==> config.mk <==
export PLATFORM = sky130hd
export DESIGN_NAME = uart_rx
export DESIGN_NICKNAME = d
export VERILOG_FILES = /design/src/rtl/uart_rx_pkg.sv /design/src/rtl/uart_rx_sync_2ff.sv /design/src/rtl/uart_rx.sv
export SDC_FILE = /design/constraint.sdc
export NUM_CORES = 1
export LEC_CHECK = 0
export CORE_ASPECT_RATIO = 0.8
export CORE_MARGIN = 1
export CORE_UTILIZATION = 30
export CTS_BUF_LIST = sky130_fd_sc_hd__clkbuf_4
export DETAILED_ROUTE_END_ITERATION = 6
export PLACE_DENSITY = 0.49
export SYNTH_ARGS = -nofsm -noshare
export SYNTH_HDL_FRONTEND = slang
export SYNTH_SLANG_ARGS = --single-unit
==> constraint.sdc <==
create_clock -name clk -period 1.8 [get_ports clk]
set_input_delay 0.36 -clock clk [delete_from_list [all_inputs] [get_ports clk]]
set_output_delay 0.36 -clock clk [all_outputs]
set_load 0.05 [all_outputs]
==> src/rtl/uart_rx_pkg.sv <==
// Shared definitions for the UART receiver: FSM state encoding and default frame format.
// Kept in one package so the transmitter and receiver agree on the line format.
package uart_rx_pkg;

    typedef enum logic [1:0] {
        ST_IDLE  = 2'd0,
        ST_START = 2'd1,
        ST_DATA  = 2'd2,
        ST_STOP  = 2'd3
    } rx_state_e;

    localparam int DEF_DATA_WIDTH = 8;
    localparam int DEF_STOP_WIDTH = 1;
    localparam int DEF_OVERSAMPLE = 16;

    // Counter width for values 0..n-1, never narrower than one bit.
    function automatic int cnt_width(input int n);
        return (n > 1) ? $clog2(n) : 1;
    endfunction

endpackage

==> src/rtl/uart_rx_sync_2ff.sv <==
// Two-flop synchronizer for an asynchronous single-bit input.
// The reset value is a parameter so an idle-high serial line comes out of reset as 1.
module sync_2ff #(
    parameter logic RESET_VAL = 1'b1
) (
    input  logic clk,
    input  logic reset,
    input  logic i_d,
    output logic o_q
);

    logic meta_q;
    logic sync_q;

    always_ff @(posedge clk or posedge reset) begin
        if (reset) begin
            meta_q <= RESET_VAL;
            sync_q <= RESET_VAL;
        end else begin
            meta_q <= i_d;
            sync_q <= meta_q;
        end
    end

    assign o_q = sync_q;

endmodule

==> src/rtl/uart_rx.sv <==
// UART receiver: start/data/stop framing sampled at mid-bit on the oversampling tick.
// Emits each word with a one-cycle done strobe and a sticky-per-frame stop-bit error flag.
module uart_rx
    import uart_rx_pkg::*;
#(
    parameter int DATA_WIDTH = DEF_DATA_WIDTH,
    parameter int STOP_WIDTH = DEF_STOP_WIDTH,
    parameter int OVERSAMPLE = DEF_OVERSAMPLE
) (
    input  logic                  clk,
    input  logic                  reset,
    input  logic                  i_tick,
    input  logic                  i_rx_data,
    output logic [DATA_WIDTH-1:0] o_data_byte,
    output logic                  o_rx_done_bit,
    output logic                  o_frame_err
);

    localparam int TW = cnt_width(OVERSAMPLE);
    localparam int BW = cnt_width(DATA_WIDTH);

    localparam logic [TW-1:0] TICK_MID  = TW'(OVERSAMPLE / 2 - 1);
    localparam logic [TW-1:0] TICK_END  = TW'(OVERSAMPLE - 1);
    localparam logic [BW-1:0] BIT_LAST  = BW'(DATA_WIDTH - 1);
    localparam logic          STOP_LAST = 1'(STOP_WIDTH - 1);

    logic rx_s;
    logic rx_prev_q;

    rx_state_e             state_q, state_d;
    logic [TW-1:0]         tick_q, tick_d;
    logic [BW-1:0]         bit_q, bit_d;
    logic                  stop_q, stop_d;
    logic [DATA_WIDTH-1:0] shift_q, shift_d;
    logic                  err_q, err_d;
    logic [DATA_WIDTH-1:0] data_q, data_d;
    logic                  done_q, done_d;
    logic                  ferr_q, ferr_d;

    sync_2ff #(.RESET_VAL(1'b1)) u_sync (
        .clk   (clk),
        .reset (reset),
        .i_d   (i_rx_data),
        .o_q   (rx_s)
    );

    always_ff @(posedge clk or posedge reset) begin
        if (reset) begin
            rx_prev_q <= 1'b1;
            state_q   <= ST_IDLE;
            tick_q    <= '0;
            bit_q     <= '0;
            stop_q    <= 1'b0;
            shift_q   <= '0;
            err_q     <= 1'b0;
            data_q    <= '0;
            done_q    <= 1'b0;
            ferr_q    <= 1'b0;
        end else begin
            rx_prev_q <= rx_s;
            state_q   <= state_d;
            tick_q    <= tick_d;
            bit_q     <= bit_d;
            stop_q    <= stop_d;
            shift_q   <= shift_d;
            err_q     <= err_d;
            data_q    <= data_d;
            done_q    <= done_d;
            ferr_q    <= ferr_d;
        end
    end

    always_comb begin
        state_d = state_q;
        tick_d  = tick_q;
        bit_d   = bit_q;
        stop_d  = stop_q;
        shift_d = shift_q;
        err_d   = err_q;
        data_d  = data_q;
        done_d  = 1'b0;
        ferr_d  = ferr_q;

        case (state_q)
            ST_IDLE: begin
                // Edge-triggered so a line stuck low (break) cannot restart a frame.
                if (rx_prev_q && !rx_s) begin
                    state_d = ST_START;
                    tick_d  = '0;
                    err_d   = 1'b0;
                end
            end
            ST_START: begin
                if (i_tick) begin
                    if (tick_q == TICK_MID) begin
                        tick_d = '0;
                        if (!rx_s) begin
                            state_d = ST_DATA;
                            bit_d   = '0;
                        end else begin
                            state_d = ST_IDLE;
                        end
                    end else begin
                        tick_d = tick_q + TW'(1);
                    end
                end
            end
            ST_DATA: begin
                if (i_tick) begin
                    if (tick_q == TICK_END) begin
                        shift_d                 = shift_q >> 1;
                        shift_d[DATA_WIDTH-1]   = rx_s;
                        tick_d                  = '0;
                        if (bit_q == BIT_LAST) begin
                            state_d = ST_STOP;
                            stop_d  = 1'b0;
                        end else begin
                            bit_d = bit_q + BW'(1);
                        end
                    end else begin
                        tick_d = tick_q + TW'(1);
                    end
                end
            end
            ST_STOP: begin
                if (i_tick) begin
                    if (tick_q == TICK_END) begin
                        err_d  = err_q | ~rx_s;
                        tick_d = '0;
                        if (stop_q == STOP_LAST) begin
                            state_d = ST_IDLE;
                            done_d  = 1'b1;
                            data_d  = shift_q;
                            ferr_d  = err_q | ~rx_s;
                        end else begin
                            stop_d = stop_q + 1'b1;
                        end
                    end else begin
                        tick_d = tick_q + TW'(1);
                    end
                end
            end
            default: state_d = ST_IDLE;
        endcase
    end

    assign o_data_byte   = data_q;
    assign o_rx_done_bit = done_q;
    assign o_frame_err   = ferr_q;

endmodule

==> impl_summary.log, run 1 <==
[metrics] result of the run: finished clean
[metrics] number of setup buffers added after CTS: 0
[metrics] Filler Cells Inserted: 444
[metrics] count of distinct cell types in the synthesized netlist: 34
[metrics] final routed wirelength across all metal layers: 2400 um
[metrics] type of destination of the critical path: flop
[metrics] Post-Place Cell Area: 1620 um^2
[metrics] Worst path slowest cell: dfrtp_1
[metrics] antenna diode count: 0
[metrics] Starting Density: 0.321
[metrics] flip-flop and latch count after synthesis: 31
[metrics] Num CTS Buffers: 5
[metrics] Worst path max stage delay: 370 ps
[metrics] max cap viols: 0
[metrics] post-layout instance count excluding filler cells: 181
[metrics] largest clock skew in the final design: 8.13 ps
[metrics] PnR Total Power: 1.72 mW
[metrics] multiplexer share of the synthesized area: 0.163
[metrics] I/O pins: 14
[metrics] Cells after Synth: 97
[metrics] number of port buffers: 13
[metrics] worst min-delay path category: flop to flop
[metrics] TritonCTS clock tree: done
[metrics] fraction of layout instances using a drive strength above 1: 0.452
[metrics] Least-Margin Pin Slew: 401 ps
[metrics] compound-gate portion of the synthesized area: 0.0688
[metrics] Final Max Slew Viols: 0
[metrics] Multi-input gate area: 564 um^2
[metrics] largest net degree at the start of global routing: 32
[metrics] count of antenna-violating nets left after detailed routing: 0
[metrics] CP Capture Point: bit_q[1]$_DFFE_PP0P_
[metrics] routed length on met2: 957 um
[metrics] total power divided by cell area: 1030 nW/um^2
[metrics] share of the clock period used by the worst path after layout: 0.939
[metrics] commonest register cell after synthesis: dfrtp_1
[metrics] Max VDD drop: 0.000332 V
[metrics] detail-routed net length per standard cell: 13.3 um
[metrics] quantity of hold-fixing buffers added after cts: 0
[metrics] dominant combinational cell family by area after synthesis: multiplexers
[metrics] Synth async-reset ratio: 1.00
[metrics] unrepaired setup endpoints after global routing: no
[metrics] Arr. time, crit path: 1900 ps
[metrics] Post-Synth XOR/XNOR Area: 0.0127
[metrics] reg-to-reg critical path startpoint: bit_q[0]$_DFFE_PP0P_
[metrics] DR WL met3: 102 um
[metrics] commonest cells after routing, fill and taps aside: dfrtp_1 (28), mux2_2 (20), buf_4 (17), clkbuf_4 (6)
[metrics] critical path launch point: bit_q[0]$_DFFE_PP0P_
[metrics] Final Setup Violations: 0
[metrics] number of global-route vias before repair: 875
[metrics] static power due to leakage: 0.802 nW
[metrics] most common library cell in the layout ignoring fill and taps: dfrtp_1
[metrics] number of vias in the routed layout: 854
[metrics] Syn Nets: 104
[metrics] Setup CP Type: flop to flop
[metrics] global router's overall resource usage: 0.115
[metrics] post-synthesis to final-layout area growth: 21.0%
[metrics] synthesized cell area: 1380 um^2
[metrics] Core Region: 4310 um^2
[metrics] cell breakdown of the critical path: ha_1 > ha_1 > and4bb_2 > o21ai_0 > mux2_2
[metrics] routed metal-1 wirelength: 1290 um
[metrics] final cell area excluding filler cells: 1670 um^2
[metrics] total number of placement rows: 21
[metrics] horizontal extent of the die: 77.9 um
[metrics] first-pass GRT wire length: 4240 um
[metrics] quantity of gates resized following cts: 0
[metrics] latest clock arrival within the worst-skew pair: 330 ps
[metrics] cell chosen for the clock root: clkbuf_4
[metrics] total DRC errors in the routed layout: 0
[metrics] final worst path period need: 1690 ps
[metrics] EDFF count, synth: 0
[metrics] nets: 130
[metrics] Synth warnings: 0
[metrics] Adder-Cell Fraction of Synth Area: 0.0271
[metrics] Rel. slew slack: 0.733
[metrics] Reg clk slew, reported paths: 90 ps
[metrics] DRT Pass-1 Iters: 3
[metrics] total congestion overflow after global routing: 0
[metrics] buffer levels on the longest clock path: 2
[metrics] Synth Area in Simple Gates: 0.135
[metrics] number of cells on the worst reg-to-reg path: 5
[metrics] startpoint type of the worst setup path: flop
[metrics] DPL Wire Length: 1660 um
[metrics] most used cell along the critical path: ha_1
[metrics] flip-flop and latch area: 779 um^2
[metrics] Placer Congestion: 0.769
[metrics] flop-to-flop setup slack: 110 ps
[metrics] maximum level of the CTS H-tree: 2
[metrics] Worst R2R End: bit_q[1]$_DFFE_PP0P_
[metrics] Worst Path Max Fanout: 3
[metrics] Sink Count: 31
[metrics] final hold violations: 0
[metrics] die outline area: 4890 um^2
[metrics] highest attainable clock frequency: 592 MHz
[metrics] Placed Cells: 173
[metrics] vertical extent of the die: 62.7 um
[metrics] portion of the post-synthesis area used by sequential elements: 0.564
[metrics] Starting DRT DRC Count: 41
[metrics] Worst Path Required: 2010 ps
[metrics] highest signal layer in the routed design: met4
[metrics] vias per inst: 4.72
[metrics] initial antenna violation count: 0
[metrics] per-instance average area after synthesis: 14.3 um^2
==> worst max-delay path, delay by kind of cell (launching register included) <==
| kind | cells | cell delay (ps) |
|---|---|---|
| AND/OR/NAND/NOR | 1 | 260 |
| AO/OA/AOI/OAI | 1 | 270 |
| multiplexers | 1 | 370 |
| flip-flops | 1 | 370 |
| adder cells (fa/ha/maj) | 2 | 310 |
==> power breakdown <==
part / internal (mW) / switching [mW]
sequential: 0.780 / 0.138
clock: 0.160 / 0.236
combinational: 0.217 / 0.191
total: 1.16 / 0.565
==> worst min path at each step <==
stage                                  from                    to  cells after the start
floorplan           u_sync.meta_q$_DFF_PP1_  u_sync.o_q$_DFF_PP1_                      0
global placement    u_sync.meta_q$_DFF_PP1_  u_sync.o_q$_DFF_PP1_                      0
detailed placement  u_sync.meta_q$_DFF_PP1_  u_sync.o_q$_DFF_PP1_                      0
CTS                 u_sync.meta_q$_DFF_PP1_  u_sync.o_q$_DFF_PP1_                      0
global route        u_sync.meta_q$_DFF_PP1_  u_sync.o_q$_DFF_PP1_                      0
finish              u_sync.meta_q$_DFF_PP1_  u_sync.o_q$_DFF_PP1_                      0
==> through the flow <==
step	setup slack [ps]	TNS, ps	util	hold slack [ps]
6_report	109	0	0.388	369
5_1_grt	3.07	0	0.388	372
4_1_cts	64.6	0	0.388	369
3_5_place_dp	-100	-1150	0.375	347
3_3_place_gp	-91.4	-1040	0.375	347
2_1_floorplan	174	0	-	345
==> routing by layer <==
metal	GRT usage	vias to the layer above
met1	0.165	420
met4	0.0556	0
li1	-	414
met2	0.148	13
met3	0.0453	7
met5	0	-
==> synth_stat cells, types with 2 or more instances <==
cell type  number  area, um^2
o2bb2ai_1       2        17.5
a31oi_1         2        12.5
o21ai_0         2        10.0
and3b_1         2        17.5
nand2_1         2        7.51
nand3_1         2        10.0
o21a_1          3        22.5
inv_1           2        7.51
ha_1            3        37.5
a21oi_1         3        15.0
dfstp_2         3        78.8
dfrtp_1        28         701
mux2_2         20         225
buf_6           3        33.8
==> cells by family (layout without fill, tap and decap cells) <==
family                   after synthesis  count (layout)
AO/OA/AOI/OAI                         14              14
XOR/XNOR                               2               2
buffers and inverters                  5              32
flip-flops                            31              31
AND/OR/NAND/NOR                       22              22
multiplexers                          20              20
adder cells (fa/ha/maj)                3               3
==> registers in the layout, summed over array words and instances, names as in the netlist, named ones only <==
register	flops
o_frame_err	1
bit_q	3
u_sync.o_q	1
o_rx_done_bit	1
tick_q	4
state_q	1
err_q	1
o_data_byte	8
u_sync.meta_q	1
rx_prev_q	1
shift_q	8
==> area by class of cell <==
class,instances,share of cell area
clock buffers,6,0.0269
clock inverters,2,0.00449
inverters,2,0.00449
multi-input cells,61,0.337
flip-flops and latches,31,0.466
well taps,57,0.0426
repair buffers,22,0.118
Power figures use the tool's default switching activity.
==> inputs of run 2 (changes only) <==
- CORE_UTILIZATION: 30 -> 40
- PLACE_DENSITY: 0.49 -> 0.61
==> run 2 against run 1 <==
Sequential share of layout area rose by 1.1 points. Global-route usage increased by 3.1 points. Core utilization up 12 points. Die area shrank 24%. Power is 0.99% lower. Highest routed layer unchanged.
==> impl_summary.log, run 2 (synthesis results as in run 1) <==
[metrics] result of the run: finished clean
[metrics] DRT Pass-1 Iters: 4 (+1)
[metrics] Least-Margin Pin Slew: 418 ps (+17.5 ps)
[metrics] highest attainable clock frequency: 593 MHz (+0.19%)
[metrics] final cell area excluding filler cells: 1630 um^2 (-2.3%)
[metrics] Filler Cells Inserted: 292 (-34%)
[metrics] largest net degree at the start of global routing: 32 (unchanged)
[metrics] startpoint type of the worst setup path: flop
[metrics] type of destination of the critical path: flop
[metrics] I/O pins: 14 (unchanged)
[metrics] Worst Path Required: 2000 ps (about the same)
[metrics] Arr. time, crit path: 1890 ps (about the same)
[metrics] TritonCTS clock tree: done
[metrics] fraction of power consumed by the clock network: 0.239 (+0.009)
[metrics] initial antenna violation count: 0 (unchanged)
[metrics] number of port buffers: 13 (unchanged)
[metrics] Most Crowded Layer GR: met2
[metrics] vertical extent of the die: 54.6 um (-13%)
[metrics] unrepaired setup endpoints after global routing: no
[metrics] count of antenna-violating nets left after detailed routing: 0 (unchanged)
[metrics] Reg clk slew, reported paths: 90 ps (about the same)
[metrics] total number of placement rows: 18 (-14%)
[metrics] Core Region: 3200 um^2 (-26%)
[metrics] Final Max Slew Viols: 0 (unchanged)
[metrics] share of the clock period used by the worst path after layout: 0.937 (-0.00181)
[metrics] DPL Wire Length: 1580 um (-5.2%)
[metrics] number of global-route vias before repair: 809 (-7.5%)
[metrics] antenna diode count: 0 (unchanged)
[metrics] detail-routed net length per standard cell: 14.1 um (+6.3%)
[metrics] quantity of gates resized following cts: 0 (unchanged)
[metrics] net switching fraction of the power: 0.322 (-0.00647)
[metrics] static power due to leakage: 0.793 nW (-1.1%)
[metrics] number of setup buffers added after CTS: 0 (unchanged)
[metrics] Multi-input gate area: 564 um^2 (unchanged)
[metrics] Sink Count: 31 (unchanged)
[metrics] dpl ws: -119 ps (-18.4 ps)
[metrics] switching component of the power: 0.549 mW (-2.9%)
[metrics] PnR Total Power: 1.70 mW (-0.99%)
[metrics] quantity of hold-fixing buffers added after cts: 0 (unchanged)
[metrics] internal power: 1.16 mW (about the same)
[metrics] Starting Density: 0.432 (+0.111)
[metrics] Max VDD drop: 0.000399 V (+20%)
[metrics] Starting DRT DRC Count: 48 (+17%)
[metrics] met2 layer usage reported by global route: 0.216 (+0.0679)
[metrics] total DRC errors in the routed layout: 0 (unchanged)
[metrics] buffer levels on the longest clock path: 2 (unchanged)
[metrics] Num CTS Buffers: 5 (unchanged)
[metrics] Final Setup Violations: 0 (unchanged)
[metrics] maximum level of the CTS H-tree: 2 (unchanged)
[metrics] Placer Congestion: 0.727 (-5.4%)
[metrics] number of vias in the routed layout: 849 (-0.59%)
[metrics] post-layout instance count excluding filler cells: 161 (-11%)
[metrics] final worst path period need: 1690 ps (-3.26 ps)
[metrics] most common library cell in the layout ignoring fill and taps: dfrtp_1
[metrics] final routed wirelength across all metal layers: 2270 um (-5.5%)
[metrics] global router's overall resource usage: 0.146 (+0.0310)
[metrics] Rel. slew slack: 0.721 (-0.0117)
[metrics] post-synthesis to final-layout area growth: 18.2%
[metrics] least setup slack across all paths after layout: 113 ps (+3.26 ps)
[metrics] horizontal extent of the die: 67.7 um (-13%)
[metrics] Worst Path Max Fanout: 8 (+5)
[metrics] total power divided by cell area: 1040 nW/um^2 (+1.4%)
[metrics] proportion of power drawn by combinational gates: 0.216 (-0.021)
[metrics] worst min-delay path category: flop to flop
[metrics] largest clock skew in the final design: 11.9 ps (+3.75 ps)
[metrics] commonest cells after routing, fill and taps aside: dfrtp_1 (28), mux2_2 (20), buf_4 (14), clkbuf_4 (7)
[metrics] first-pass GRT wire length: 3720 um (-12%)
[metrics] vias per inst: 5.27 (+12%)
[metrics] max cap viols: 0 (unchanged)
[metrics] total congestion overflow after global routing: 0 (unchanged)
[metrics] fraction of power consumed by sequential logic: 0.545 (+0.012)
[metrics] latest clock arrival within the worst-skew pair: 320 ps (about the same)
[metrics] Post-Place Cell Area: 1570 um^2 (-2.7%)
[metrics] met3 demand-to-capacity share in global routing: 0.0521 (+0.00683)
[metrics] cell chosen for the clock root: clkbuf_4
[metrics] global routing usage on met1: 0.184 (+0.0197)
[metrics] nets: 127 (-2.3%)
[metrics] flip-flop and latch area: 779 um^2 (unchanged)
[metrics] fraction of layout instances using a drive strength above 1: 0.455 (+0.00293)
[metrics] setup TNS after final layout: 0 ps (unchanged)
[metrics] Setup CP Type: flop to flop
[metrics] Placed Cells: 153 (-12%)
[metrics] final hold violations: 0 (unchanged)
[metrics] die outline area: 3700 um^2 (-24%)
-- run 2: final timing paths --
path / start / slack (ps) / endpoint / cells past startpoint
worst max-delay path: tick_q[0]$_DFFE_PP0P_ / 110 / shift_q[7]$_DFFE_PP0P_ / 5
worst min-delay path: u_sync.meta_q$_DFF_PP1_ / 360 / u_sync.o_q$_DFF_PP1_ / 0
worst max register to register: tick_q[0]$_DFFE_PP0P_ / 110 / shift_q[7]$_DFFE_PP0P_ / 5
worst min register to register: u_sync.meta_q$_DFF_PP1_ / 360 / u_sync.o_q$_DFF_PP1_ / 0
max in group asynchronous: reset / 1060 / u_sync.o_q$_DFF_PP1_ / 3
min in group asynchronous: reset / 410 / o_data_byte[4]$_DFFE_PP0P_ / 3
-- run 2: power groups by stage --
stage | sequential, mW | combinational [mW] | clock [mW]
floorplan | 0.890 | 0.345 | 0
global placement | 0.933 | 0.352 | 0
detailed placement | 0.943 | 0.368 | 0
CTS | 0.928 | 0.369 | 0.421
global route | 0.947 | 0.410 | 0.456
finish | 0.929 | 0.369 | 0.407
-- run 2: layer usage --
| layer | routed length, um | part of all wire |
|---|---|---|
| met1 | 1150 | 0.51 |
| met2 | 1010 | 0.44 |
| met3 | 72 | 0.032 |
| met4 | 43 | 0.019 |
| met5 | 0 | 0 |
-- run 2: worst max-delay path, stage by stage, from the launching register on --
cell	delay (ps)
dfrtp_1	410
ha_2	280
nand4_4	140
nor3b_4	260
buf_12	150
mux2_2	320
-- run 2: metrics by stage --
stage	utilization	hold slack, ps
3_5_place_dp	0.492	351
5_1_grt	0.511	370
3_3_place_gp	0.492	346
6_report	0.511	362
4_1_cts	0.510	364
2_1_floorplan	-	345
-- run 2: cell type report --
cell class                      count  area share
Sequential cell                    31       0.477
Multi-Input combinational cell     61       0.345
Timing Repair Buffer               19       0.107
Clock buffer                        7      0.0322
Tap cell                           40      0.0306
Inverter                            2     0.00459
Clock inverter                      1     0.00306
==> inputs of run 3 (changes only) <==
- PLACE_DENSITY: 0.61 -> 0.63
- clock period: 1.8 -> 1.55 ns (I/O delays scaled with it)
==> run 3 against run 2 <==
The run now ends with negative setup slack left. Core utilization is 10 points higher. Final cell count is 8.7% higher. Count of clock-buffer cells in the layout is 2 lower. Power is 32% higher. Critical endpoint is now bit_q[2]$_DFFE_PP0P_. Largest cell class unchanged. Largest power group unchanged.
==> impl_summary.log, run 3 (synthesis results as in run 1) <==
[metrics] Reg clk slew, reported paths: 110 ps (+20 ps)
[metrics] Rel. slew slack: 0.791 (+0.0698)
[metrics] CP Capture Point: bit_q[2]$_DFFE_PP0P_
[metrics] Placer Congestion: 0.756 (+4.0%)
[metrics] highest attainable clock frequency: 628 MHz (+5.9%)
[metrics] total congestion overflow after global routing: 0 (unchanged)
[metrics] initial antenna violation count: 0 (unchanged)
[metrics] least setup slack across all paths after layout: -42.7 ps (-155 ps)
[metrics] number of port buffers: 13 (unchanged)
[metrics] nets: 141 (+11%)
[metrics] final hold violations: 0 (unchanged)
[metrics] reg-to-reg critical path startpoint: bit_q[0]$_DFFE_PP0P_
[metrics] total power divided by cell area: 1150 nW/um^2 (+10%)
[metrics] commonest cells after routing, fill and taps aside: dfrtp_1 (25), buf_4 (18), buf_12 (12), mux2_2 (10), mux2_4 (10)
[metrics] static power due to leakage: 0.912 nW (+15%)
[metrics] Worst Path Max Fanout: 2 (-6)
[metrics] critical path launch point: bit_q[0]$_DFFE_PP0P_
[metrics] Final Setup Violations: 4 (+4)
[metrics] Worst path slowest cell: dfrtp_1
[metrics] Starting Density: 0.432 (unchanged)
[metrics] Filler Cells Inserted: 246 (-16%)
[metrics] Worst Path Required: 1770 ps (-230 ps)
[metrics] vias per inst: 5.24 (-0.63%)
[metrics] Multi-input gate area: 661 um^2 (+17%)
[metrics] total buffers and inverters traversed by the critical path: 0 (-1)
[metrics] die outline area: 3700 um^2 (unchanged)
[metrics] maximum level of the CTS H-tree: 2 (unchanged)
[metrics] first-pass GRT wire length: 4570 um (+23%)
[metrics] global router's overall resource usage: 0.181 (+0.0347)
[metrics] total DRC errors in the routed layout: 0 (unchanged)
[metrics] Worst R2R End: bit_q[2]$_DFFE_PP0P_
[metrics] fraction of layout instances using a drive strength above 1: 0.570 (+0.116)
[metrics] type of destination of the critical path: flop
[metrics] number of vias in the routed layout: 917 (+8.0%)
[metrics] instance count on the critical path: 5 (unchanged)
[metrics] final cell area excluding filler cells: 1960 um^2 (+20%)
[metrics] Worst path max stage delay: 400 ps (about the same)
[metrics] horizontal extent of the die: 67.7 um (unchanged)
[metrics] largest net degree at the start of global routing: 32 (unchanged)
[metrics] detail-routed net length per standard cell: 15.9 um (+13%)
[metrics] DRT Pass-1 Iters: 4 (unchanged)
[metrics] share of the clock period used by the worst path after layout: 1.03 (+0.0901)
[metrics] total number of placement rows: 18 (unchanged)
[metrics] result of the run: finished, violations left
[metrics] quantity of hold-fixing buffers added after cts: 0 (unchanged)
[metrics] startpoint type of the worst setup path: flop
[metrics] I/O pins: 14 (unchanged)
[metrics] proportion of power drawn by combinational gates: 0.320 (+0.104)
[metrics] worst hold margin: 308 ps (-54.1 ps)
[metrics] max cap viols: 0 (unchanged)
[metrics] TritonCTS clock tree: done
[metrics] cell chosen for the clock root: clkbuf_4
[metrics] Setup CP Type: flop to flop
[metrics] fraction of power consumed by the clock network: 0.200 (-0.039)
[metrics] fraction of power consumed by sequential logic: 0.481 (-0.064)
[metrics] largest clock skew in the final design: 12.7 ps (+0.870 ps)
[metrics] number of global-route vias before repair: 937 (+16%)
[metrics] cell breakdown of the critical path: ha_2 > ha_4 > and4bb_2 > o21ai_4 > mux2_4
[metrics] switching component of the power: 0.745 mW (+36%)
[metrics] Arr. time, crit path: 1810 ps (-80 ps)
[metrics] final worst path period need: 1590 ps (-94.6 ps)
[metrics] Final Max Slew Viols: 0 (unchanged)
[metrics] Starting DRT DRC Count: 16 (-67%)
[metrics] final routed wirelength across all metal layers: 2790 um (+23%)
[metrics] failing checks: negative setup slack
[metrics] latest clock arrival within the worst-skew pair: 340 ps (+20 ps)
[metrics] Core Region: 3200 um^2 (unchanged)
[metrics] most common library cell in the layout ignoring fill and taps: dfrtp_1
[metrics] Num CTS Buffers: 5 (unchanged)
[metrics] Sink Count: 31 (unchanged)
[metrics] number of cells on the worst reg-to-reg path: 5 (unchanged)
[metrics] flip-flop and latch area: 783 um^2 (+0.48%)
[metrics] Top Family by Delay on Critical Path: flip-flops
[metrics] flop-to-flop setup slack: -40 ps (-160 ps)
[metrics] Least-Margin Pin Slew: 312 ps (-106 ps)
[metrics] antenna diode count: 0 (unchanged)
[metrics] buffer levels on the longest clock path: 2 (unchanged)
[metrics] unrepaired setup endpoints after global routing: yes
[metrics] vertical extent of the die: 54.6 um (unchanged)
[metrics] post-synthesis to final-layout area growth: 41.7%
[metrics] net switching fraction of the power: 0.330 (+0.00802)
[metrics] count of antenna-violating nets left after detailed routing: 0 (unchanged)
[metrics] Post-Place Cell Area: 1780 um^2 (+13%)
[metrics] Max VDD drop: 0.000550 V (+38%)
[metrics] DPL Wire Length: 1840 um (+17%)
[metrics] worst min-delay path category: primary input to asynchronous set/reset pin
[metrics] internal power: 1.51 mW (+31%)
==> run 3: cell count changes in the layout (fill, tap and decap cells not counted), moves of 2 or more <==
cell	change
buf_4	+4
dfrtp_1	-3
buf_12	+10
ha_4	+2
mux2_4	+10
clkinv_2	+2
ha_1	-2
dfrtp_2	+3
clkbuf_4	-2
mux2_2	-10
==> run 3: worst min path at each step <==
stage                            startpoint                          to  slack [ps]  cells past startpoint
finish                                reset       tick_q[0]$_DFFE_PP0P_         310                      3
detailed placement  u_sync.meta_q$_DFF_PP1_        u_sync.o_q$_DFF_PP1_         350                      0
global placement    u_sync.meta_q$_DFF_PP1_        u_sync.o_q$_DFF_PP1_         350                      0
global route                          reset  o_data_byte[2]$_DFFE_PP0P_         320                      3
CTS                                   reset       tick_q[1]$_DFFE_PP0P_         310                      3
floorplan                         i_rx_data     u_sync.meta_q$_DFF_PP1_         310                      0
==> run 3: final cells by class <==
class | count | area share
Sequential cell | 31 | 0.400
Multi-Input combinational cell | 61 | 0.337
Timing Repair Buffer | 33 | 0.207
Tap cell | 40 | 0.0255
Clock buffer | 5 | 0.0192
Clock inverter | 3 | 0.00766
Inverter | 2 | 0.00383
==> run 3: timing repair <==
action / CTS / global route
resized for setup: 17 / 5
setup buffers: 4 / 1
pin swaps: 5 / 3
endpoints found under the setup margin: 11 / 23
==> run 3: metal layers <==
| metal | track usage | routed length [um] | up-vias |
|---|---|---|---|
| met5 | 0 | 0 | - |
| met4 | 0.0638 | 37 | 0 |
| met3 | 0.0792 | 127 | 6 |
| met2 | 0.276 | 1370 | 15 |
| met1 | 0.227 | 1260 | 462 |
| li1 | - | - | 434 |
==> run 3: per-stage QoR <==
stage,power [mW],setup WS (ps),instances,setup TNS (ps),util
finish,2.26,-42.7,175,-89.8,0.613
global route,2.42,-83.8,175,-877,0.613
CTS,2.24,-49.9,174,-360,0.604
detailed placement,1.71,-315,162,-5450,0.556
global placement,1.67,-271,162,-4770,0.556
floorplan,1.46,11.4,97,0,-
==> run 3: worst register-to-register path: cells and delay by family (launching register included) <==
| kind | cells | cell delay, ps |
|---|---|---|
| fa+ha+maj | 2 | 340 |
| mux | 1 | 310 |
| simple gates | 1 | 340 |
| flops | 1 | 400 |
| compound gates | 1 | 80 |
==> run 3: power groups by stage <==
stage                     Clock [mW]  Combinational (mW)  Sequential, mW
after CTS                      0.468               0.698            1.07
after detailed placement           0               0.623            1.08
final                          0.451               0.722            1.09
after floorplan                    0               0.418            1.05
after global routing           0.515               0.791            1.11
after global placement             0               0.596            1.07
